--- src/rtl/fft_frame_sink_pkg.sv ---
// Shared types for the FFT output sink: frame geometry, the {re, im} sample word
// (same packing as the FFT memory word) and the bin-index bit reversal.
package fft_frame_sink_pkg;

  localparam int N     = 16;
  localparam int LOG2N = 4;
  localparam int DW    = 16;

  typedef logic [LOG2N-1:0] bin_t;
  typedef logic [2*DW-1:0]  power_t;

  typedef struct packed {
    logic signed [DW-1:0] re;
    logic signed [DW-1:0] im;
  } sample_t;

  function automatic bin_t bitrev(input bin_t k);
    bin_t r;
    for (int i = 0; i < LOG2N; i++) r[i] = k[LOG2N-1-i];
    return r;
  endfunction

endpackage

--- src/rtl/fft_frame_sink_if.sv ---
// Push/stall sample stream from the FFT plus the power and peak result outputs.
// master = FFT/downstream side, slave = the frame sink.
interface fft_frame_sink_if;
  import fft_frame_sink_pkg::*;

  logic                 in_push;
  logic signed [DW-1:0] in_real;
  logic signed [DW-1:0] in_imag;
  logic                 in_stall;
  logic                 out_push_F;
  bin_t                 out_bin_F;
  power_t               out_power_F;
  logic                 out_stall;
  logic                 peak_valid_F;
  bin_t                 peak_bin_F;
  power_t               peak_power_F;

  modport master (
    output in_push, in_real, in_imag, out_stall,
    input  in_stall, out_push_F, out_bin_F, out_power_F,
    input  peak_valid_F, peak_bin_F, peak_power_F
  );

  modport slave (
    input  in_push, in_real, in_imag, out_stall,
    output in_stall, out_push_F, out_bin_F, out_power_F,
    output peak_valid_F, peak_bin_F, peak_power_F
  );

endinterface

--- src/rtl/fft_frame_sink_pow_calc.sv ---
// Power stage: registered re^2 + im^2 with 1-cycle latency; bin/power hold when idle.
// The combinational sum is also exported so the peak tracker can align with the output.
module fft_pow_calc
  import fft_frame_sink_pkg::*;
(
  input  logic    clk,
  input  logic    reset,
  input  logic    vld,
  input  bin_t    bin,
  input  sample_t smp,
  output power_t  power,
  output logic    push_F,
  output bin_t    bin_F,
  output power_t  power_F
);

  logic signed [2*DW-1:0] re_x, im_x, re_sq, im_sq;

  // Sign-extend first so the truncated 2*DW product is the exact square.
  assign re_x  = {{DW{smp.re[DW-1]}}, smp.re};
  assign im_x  = {{DW{smp.im[DW-1]}}, smp.im};
  assign re_sq = re_x * re_x;
  assign im_sq = im_x * im_x;
  assign power = $unsigned(re_sq) + $unsigned(im_sq);

  always_ff @(posedge clk) begin
    if (reset) begin
      push_F  <= 1'b0;
      bin_F   <= '0;
      power_F <= '0;
    end else begin
      push_F <= vld;
      if (vld) begin
        bin_F   <= bin;
        power_F <= power;
      end
    end
  end

endmodule

--- src/rtl/fft_frame_sink.sv ---
// Ping-pong frame buffer behind the FFT: un-bit-reverses each frame, streams |X|^2 per
// bin in natural order (1-cycle read latency) and reports the frame's peak bin.
module fft_frame_sink
  import fft_frame_sink_pkg::*;
#(
  parameter bit BIT_REV = 1'b1
) (
  input logic             clk,
  input logic             reset,
  fft_frame_sink_if.slave bus
);

  typedef enum logic {IDLE, STREAM} state_t;

  sample_t mem [2][N];
  logic [1:0] full;
  logic       wr_bank, rd_bank;
  bin_t       wr_idx, rd_idx;
  state_t     state;

  logic    acc, issue, last_wr, last_rd, take;
  bin_t    wr_addr, run_bin;
  sample_t rd_word;
  power_t  power_nxt, run_pow;

  assign bus.in_stall = full[wr_bank];
  assign acc     = bus.in_push && !full[wr_bank];
  assign wr_addr = BIT_REV ? bitrev(wr_idx) : wr_idx;
  assign issue   = (state == STREAM) && !bus.out_stall;
  assign last_wr = acc && (wr_idx == bin_t'(N-1));
  assign last_rd = issue && (rd_idx == bin_t'(N-1));
  assign rd_word = mem[rd_bank][rd_idx];

  always_ff @(posedge clk) begin
    if (acc) mem[wr_bank][wr_addr] <= {bus.in_real, bus.in_imag};
  end

  always_ff @(posedge clk) begin
    if (reset) begin
      full    <= '0;
      wr_bank <= 1'b0;
      rd_bank <= 1'b0;
      wr_idx  <= '0;
      rd_idx  <= '0;
      state   <= IDLE;
    end else begin
      if (acc) begin
        wr_idx <= wr_idx + 1'b1;
        if (last_wr) wr_bank <= ~wr_bank;
      end
      // A bank can only be filled while empty and released while full, so the
      // write-side set and read-side clear never target the same bank.
      for (int b = 0; b < 2; b++) begin
        if (last_wr && (wr_bank == b[0]))      full[b] <= 1'b1;
        else if (last_rd && (rd_bank == b[0])) full[b] <= 1'b0;
      end
      case (state)
        IDLE: if (full[rd_bank]) state <= STREAM;
        STREAM: begin
          if (issue) begin
            rd_idx <= rd_idx + 1'b1;
            if (last_rd) begin
              rd_bank <= ~rd_bank;
              state   <= full[~rd_bank] ? STREAM : IDLE;
            end
          end
        end
        default: state <= IDLE;
      endcase
    end
  end

  // Strict greater-than keeps the lower bin on ties; bin 0 restarts the search.
  assign take = (rd_idx == '0) || (power_nxt > run_pow);

  always_ff @(posedge clk) begin
    if (reset) begin
      run_bin          <= '0;
      run_pow          <= '0;
      bus.peak_valid_F <= 1'b0;
      bus.peak_bin_F   <= '0;
      bus.peak_power_F <= '0;
    end else begin
      bus.peak_valid_F <= last_rd;
      if (issue && take) begin
        run_bin <= rd_idx;
        run_pow <= power_nxt;
      end
      if (last_rd) begin
        bus.peak_bin_F   <= take ? rd_idx : run_bin;
        bus.peak_power_F <= take ? power_nxt : run_pow;
      end
    end
  end

  fft_pow_calc u_pow (
    .clk     (clk),
    .reset   (reset),
    .vld     (issue),
    .bin     (rd_idx),
    .smp     (rd_word),
    .power   (power_nxt),
    .push_F  (bus.out_push_F),
    .bin_F   (bus.out_bin_F),
    .power_F (bus.out_power_F)
  );

endmodule

--- src/flat_wrapper.sv ---
// flat-port wrapper written by rule: the top's interface ports become plain ports
module fft_frame_sink_flat import fft_frame_sink_pkg::*;
#(
  parameter bit BIT_REV = 1'b1
)
  (clk, reset, bus_in_push, bus_in_real, bus_in_imag, bus_out_stall, bus_in_stall, bus_out_push_F, bus_out_bin_F, bus_out_power_F, bus_peak_valid_F, bus_peak_bin_F, bus_peak_power_F);
  fft_frame_sink_if bus_i ();
  input logic clk;
  input logic reset;
  input wire logic [$bits(bus_i.in_push)-1:0] bus_in_push;
  input wire logic [$bits(bus_i.in_real)-1:0] bus_in_real;
  input wire logic [$bits(bus_i.in_imag)-1:0] bus_in_imag;
  input wire logic [$bits(bus_i.out_stall)-1:0] bus_out_stall;
  output wire logic [$bits(bus_i.in_stall)-1:0] bus_in_stall;
  output wire logic [$bits(bus_i.out_push_F)-1:0] bus_out_push_F;
  output wire logic [$bits(bus_i.out_bin_F)-1:0] bus_out_bin_F;
  output wire logic [$bits(bus_i.out_power_F)-1:0] bus_out_power_F;
  output wire logic [$bits(bus_i.peak_valid_F)-1:0] bus_peak_valid_F;
  output wire logic [$bits(bus_i.peak_bin_F)-1:0] bus_peak_bin_F;
  output wire logic [$bits(bus_i.peak_power_F)-1:0] bus_peak_power_F;
  assign bus_i.in_push = bus_in_push;
  assign bus_i.in_real = bus_in_real;
  assign bus_i.in_imag = bus_in_imag;
  assign bus_i.out_stall = bus_out_stall;
  assign bus_in_stall = bus_i.in_stall;
  assign bus_out_push_F = bus_i.out_push_F;
  assign bus_out_bin_F = bus_i.out_bin_F;
  assign bus_out_power_F = bus_i.out_power_F;
  assign bus_peak_valid_F = bus_i.peak_valid_F;
  assign bus_peak_bin_F = bus_i.peak_bin_F;
  assign bus_peak_power_F = bus_i.peak_power_F;
  fft_frame_sink #(.BIT_REV(BIT_REV)) u_core (.clk(clk), .reset(reset), .bus(bus_i));
endmodule
--- config.mk ---
export PLATFORM = sky130hd
export DESIGN_NAME = fft_frame_sink_flat
export DESIGN_NICKNAME = d
export VERILOG_FILES = /design/src/rtl/fft_frame_sink_pkg.sv /design/src/rtl/fft_frame_sink_if.sv /design/src/rtl/fft_frame_sink_pow_calc.sv /design/src/rtl/fft_frame_sink.sv /design/src/flat_wrapper.sv
export SDC_FILE = /design/constraint.sdc
export NUM_CORES = 2
export LEC_CHECK = 0
export CAP_MARGIN = 10
export CORE_UTILIZATION = 57
export DETAILED_ROUTE_END_ITERATION = 7
export HOLD_SLACK_MARGIN = 0.02
export PLACE_DENSITY = 0.74
export SETUP_SLACK_MARGIN = 0.15
export SYNTH_ARGS = -nofsm -noshare
export SYNTH_HDL_FRONTEND = slang
export SYNTH_HIERARCHICAL = 1
export SYNTH_SLANG_ARGS = --single-unit
--- constraint.sdc ---
create_clock -name clk -period 14.39 [get_ports clk]
set_input_delay 2.878 -clock clk [delete_from_list [all_inputs] [get_ports clk]]
set_output_delay 2.878 -clock clk [all_outputs]
set_load 0.005 [all_outputs]
* Word-level counts from Yosys, hierarchy flattened *
Memory sizes are Yosys's and may differ from the RTL's. A register that Yosys moved wholly into a read port is not among the register bits.
Cells that the tools add are included.

storage, ports and cells
  output and inout bits = 75
  bits of input ports = 36
  word-level logic and storage cells = 80
  memories = 1
  bits in registers = 123
  memory bits (writable) = 1024

memories
  memory      depth  width  rd ports  clocked after Yosys merged registers in  write ports  line                  source
  u_core.mem  2      512    1         1                                        1            fft_frame_sink.sv:15  sample_t mem [2][N];

operators by class
  $mul = 2
  order comparisons = 7
  bitwise gates (word level) = 5
  add/subtract/negate cells = 3
  eq/ne operators = 2
  mux-type cells = 26
  reductions and logical operators = 19

operators with widths
  kind                 number
  $mux 512             1
  $bmux 32 s4          1
  $demux 32 s4         1
  $mux 32              4
  $mul 16x16->32       2
  $add 32x32->32       1
  $gt 32x32->1         1
  $mux 1               17
  $ge 5x5->1 const B   2
  $logic_and 1x1->1    10
  $not 4->5            2
  $add 4x1->4 const B  2
  $eq 4x4->1 const B   2
  $lt 1x2->1 const B   3
  $lt 5x1->1 const B   1
  $logic_not 4->1      1
  $mux 4               1
  $reduce_and 2->1     2
  $reduce_bool 2->1    2
  $not 1->1            3
  $reduce_and 3->1     1
  $logic_not 1->1      2
  $pmux 1 s2           1
  $logic_or 1x1->1     1

* Logic depth before layout (Yosys ltp) *
  depth in word-level cells = 9
  mapped depth = 42
  mapped depth without buffers = 35

* By module *
Netlist, hierarchy kept.

by module, submodules not included
  module          cells an instance  instances  area each (um2)  seq. area each (um2)
  fft_frame_sink  2088               1          43777.0          32491.2
  fft_pow_calc    1962               1          18993.2          740.7

* Worst setup path before layout *
OpenSTA, ideal clock, no wires.

  path kind = reg2reg
  from = register u_core.rd_idx[0]
  to = register u_core.bus.peak_power_F[10]
  path slack = 3.607 ns
  path buffers = 7
  period minus slack after synthesis = 10.783 ns
  data arrival time = 10.661 ns
  cell stages (with the launch flop) = 40
  setup time = 0.122 ns
  data required time = 14.268 ns
  path through = dfxtp_1 clkbuf_1 clkbuf_1 buf_1 mux4_2 mux4_2 mux2_2 clkbuf_1 clkbuf_1 and2_1 fa_1 inv_1 fa_1 inv_1 fa_1 fa_1 fa_1 fa_1 [... 4 more ...] ha_1 a21o_1 a311oi_2 o211ai_1 a21oi_2 o21ai_0 a41o_1 or2_2 xor2_1 ha_1 nand4_2 nor4_2 and2_1 a31oi_2 or2_1 buf_2 buf_6 o311a_1

RTL lines
  item                    line                     source
  from (decl)             fft_frame_sink.sv:18     bin_t wr_idx, rd_idx;
  from (signal assigned)  fft_frame_sink.sv:61     rd_idx <= rd_idx + 1'b1;
  to (signal assigned)    fft_frame_sink.sv:91     bus.peak_power_F <= take ? power_nxt : run_pow;
  to (decl)               fft_frame_sink_if.sv:27  output peak_valid_F, peak_bin_F, peak_power_F

==> load_flow_metrics.sql <==
INSERT INTO impl_metrics (metric_group, metric, value, unit) VALUES
('routing', 'drt-initial-drc-count', '3108', ''),
('floorplanning', 'core_region_area', '0.109', 'mm^2'),
('yosys', 'mappedNetlistArea', '0.0628', 'mm^2'),
('flow_run', 'number_of_max_cap_violations', '0', ''),
('worst_setup_path', 'critPathRequiredTime', '14940', 'ps'),
('grt', 'grt_overall_usage', '27.8', '%'),
('yosys', 'synthesis.nets', '4791', ''),
('cells_and_area', 'area.growth.synth_to_final', '10.2', '%'),
('clocking', 'cts_resized', '0', ''),
('yosys', 'synthCells', '4050', ''),
('worst_setup_path', 'timing.reg2reg.setup_slack', '2060', 'ps'),
('clocking', 'clock_sinks', '1148', ''),
('routing', 'drt_drc_violations_left', '0', ''),
('timing', 'slew_headroom', '25.6', '%'),
('yosys', 'synthMostInstantiatedCell', 'sky130_fd_sc_hd__edfxtp_1', ''),
('routing', 'detailedRoute.firstPassIterationCount', '6', ''),
('grt', 'globalRouteMet1Util', '36.8', '%'),
('yosys', 'seq_area_frac_synth', '52.9', '%'),
('routing', 'totalWireLength', '151000', 'um'),
('grt', 'grt-ovfl-total', '0', ''),
('grt', 'met3_global_route_usage', '3.89', '%'),
('timing', 'period_needed', '12330', 'ps'),
('yosys', 'basic_gate_share_of_the_synthesized_area_counting_and_or_nand_and_nor_cells', '5.18', '%'),
('yosys', 'netlist_top_cells_area', 'sky130_fd_sc_hd__edfxtp_1 (49%), sky130_fd_sc_hd__fa_1 (17%), sky130_fd_sc_hd__mux4_2 (11%)', ''),
('yosys', 'synthTopCellsByCount', 'sky130_fd_sc_hd__edfxtp_1 (1024), sky130_fd_sc_hd__inv_1 (662), sky130_fd_sc_hd__fa_1 (521), sky130_fd_sc_hd__mux4_2 (320), sky130_fd_sc_hd__nor2_1 (218)', ''),
('floorplanning', 'rows', '121', ''),
('yosys', 'yosysWarningCount', '6', ''),
('yosys', 'largest_family_of_logic_cells_by_synthesized_area', 'adder cells', ''),
('worst_setup_path', 'cp_max_fo', '56', ''),
('timing', 'maxSlewViolCount', '0', ''),
('timing', 'fin_skew', '63.4', 'ps'),
('cells_and_area', 'drive_gt1_share', '15.0', '%'),
('floorplanning', 'pin_count', '111', ''),
('timing', 'final_min_period_over_clock_period', '85.7', '%'),
('cells_and_area', 'num-nets-final', '4884', ''),
('status', 'outcome', 'completed', ''),
('yosys', 'synth_area_leader_cell', 'sky130_fd_sc_hd__edfxtp_1', ''),
('grt', 'antenna_found_initial', '3', ''),
('grt', 'first_global_vias', '35809', ''),
('yosys', 'postSynthRegisterBits', '1148', ''),
('yosys', 'synth.lib_cells_used.distinct', '73', ''),
('floorplanning', 'die_area', '0.111', 'mm^2'),
('yosys', 'synth-xor-area-share', '0.879', '%'),
('floorplanning', 'fp.dieW', '334', 'um'),
('clocking', 'max-clock-path-buffers', '3', ''),
('clocking', 'cts_setup_buffers', '0', ''),
('grt', 'top_usage_layer', 'met2', ''),
('floorplanning', 'initial_cell_density_of_the_core', '57.6', '%'),
('grt', 'global_route_wire_length_before_repair', '227000', 'um'),
('yosys', 'postSynth.asyncResetShare', '0', '%'),
('yosys', 'synth-adder-area-share', '20.3', '%'),
('clocking', 'cts.root.buffer_cell', 'sky130_fd_sc_hd__clkbuf_16', ''),
('worst_setup_path', 'critical_path_class', 'reg2reg', ''),
('yosys', 'edff_count_synth', '1024', ''),
('timing', 'finalHoldViolCount', '0', ''),
('timing', 'fin_tns_setup', '0', 'ps'),
('yosys', 'post-synth-top-area-fraction', '49.0', '%'),
('timing', 'fmax', '81.1', 'MHz'),
('clocking', 'cts_tree', 'yes', ''),
('timing', 'max_slew.worst_pin.slew', '1120', 'ps'),
('timing', 'number_of_endpoints_failing_setup_at_the_final_stage', '0', ''),
('cells_and_area', 'layout.filler_cells', '7633', ''),
('routing', 'via_count', '34292', ''),
('clocking', 'cts_hold_buf', '0', ''),
('routing', 'antenna_left', '0', ''),
('worst_setup_path', 'timing.critical_path.slowest_stage_cell', 'sky130_fd_sc_hd__dfxtp_4', ''),
('yosys', 'synth-main-ff-cell', 'sky130_fd_sc_hd__edfxtp_1', ''),
('place', 'hpwlAfterDp', '91300', 'um'),
('place', 'port_buffers', '110', ''),
('worst_setup_path', 'critical_path.max_stage_delay', '850', 'ps'),
('grt', 'grt_max_degree', '97', '');
placed cells by master, fill, tap and decap left out, types with 15 or more instances in the layout:
cell,instances
sky130_fd_sc_hd__o21ai_0,51
sky130_fd_sc_hd__nor2_1,191
sky130_fd_sc_hd__buf_4,53
sky130_fd_sc_hd__fa_1,521
sky130_fd_sc_hd__ha_1,184
sky130_fd_sc_hd__mux2_2,36
sky130_fd_sc_hd__inv_1,661
sky130_fd_sc_hd__xnor2_1,47
sky130_fd_sc_hd__clkinv_1,25
sky130_fd_sc_hd__clkbuf_1,20
sky130_fd_sc_hd__nand4_1,18
sky130_fd_sc_hd__nand2_1,164
sky130_fd_sc_hd__a21oi_1,44
sky130_fd_sc_hd__nor2_4,27
sky130_fd_sc_hd__dfxtp_1,119
sky130_fd_sc_hd__clkinv_2,15
sky130_fd_sc_hd__a21o_1,15
sky130_fd_sc_hd__o311a_1,31
sky130_fd_sc_hd__nor2b_1,23
sky130_fd_sc_hd__clkdlybuf4s50_1,109
sky130_fd_sc_hd__mux4_2,320
sky130_fd_sc_hd__and2_1,101
sky130_fd_sc_hd__xor2_1,16
sky130_fd_sc_hd__clkbuf_16,111
sky130_fd_sc_hd__edfxtp_1,1024
sky130_fd_sc_hd__mux2i_1,60
sky130_fd_sc_hd__nand2b_1,78
sequential cells by signal, summed over array words and instances (netlist names), named ones only:
name	count
u_core/mem	1024
u_core/bus.peak_power_F	32
u_core/run_pow	32
u_core/u_pow/power_F	32
u_core/bus.peak_bin_F	4
u_core/rd_idx	4
u_core/run_bin	4
u_core/u_pow/bin_F	4
u_core/wr_idx	4
u_core/full	2
u_core/bus.peak_valid_F	1
u_core/rd_bank	1
u_core/state	1
u_core/u_pow/push_F	1
u_core/wr_bank	1
final cells by class:
class	count	area (um^2)	share of cell area, %
multi-input cells	2054	26400	38.2
diodes	2	5.00	0.00724
inverters	662	2480	3.59
clock buffers	132	2870	4.14
repair buffers	167	1590	2.30
clock inverters	74	820	1.18
flip-flops and latches	1148	33200	48.1
well taps	1414	1770	2.56
final timing paths:
kind / startpoint / cells after the start / endpoint
max: flip-flop / 37 / u_core/bus.peak_power_F[27]
min: u_core/run_bin[0] / 2 / u_core/run_bin[0]
max reg2reg: flip-flop / 37 / u_core/bus.peak_power_F[27]
min reg2reg: u_core/run_bin[0] / 2 / u_core/run_bin[0]
per-stage QoR:
step	setup slack (ps)	instance area, um^2	utilization, %	cells	hold WS, ps
floorplan	3610	62800	-	4050	449
global placement	2230	65500	60.1	5445	462
detailed placement	2070	65500	60.1	5445	465
CTS	2060	69200	63.5	5651	476
global route	1400	69200	63.5	5652	489
finish	2060	69200	63.5	5653	474
worst max-delay path: cells and delay by family, from the launching register on:
kind / cells / cell delay, ps
mux: 3 / 1680
simple gates: 6 / 1680
flops: 1 / 850
compound gates: 8 / 1900
fa+ha+maj: 10 / 4520
xor+xnor: 1 / 180
buf+inv: 9 / 1210
metal layers:
metal,wire (um),vias to the layer above
li1,-,14394
met1,55300,17987
met2,77100,1606
met3,12700,305
met4,6010,0
met5,0,-
cells by family (layout without fill, tap and decap cells):
kind of cell             count (synthesis)  count (layout)
multiplexers                           417             417
other                                    0               2
AO/OA/AOI/OAI                          199             199
flip-flops                            1148            1148
AND/OR/NAND/NOR                        670             670
XOR/XNOR                                63              63
buffers and inverters                  848            1035
adder cells (fa/ha/maj)                705             705
Power is not shown: default switching activity piles up to over one toggle a cycle in this logic, so the estimate is an artifact.
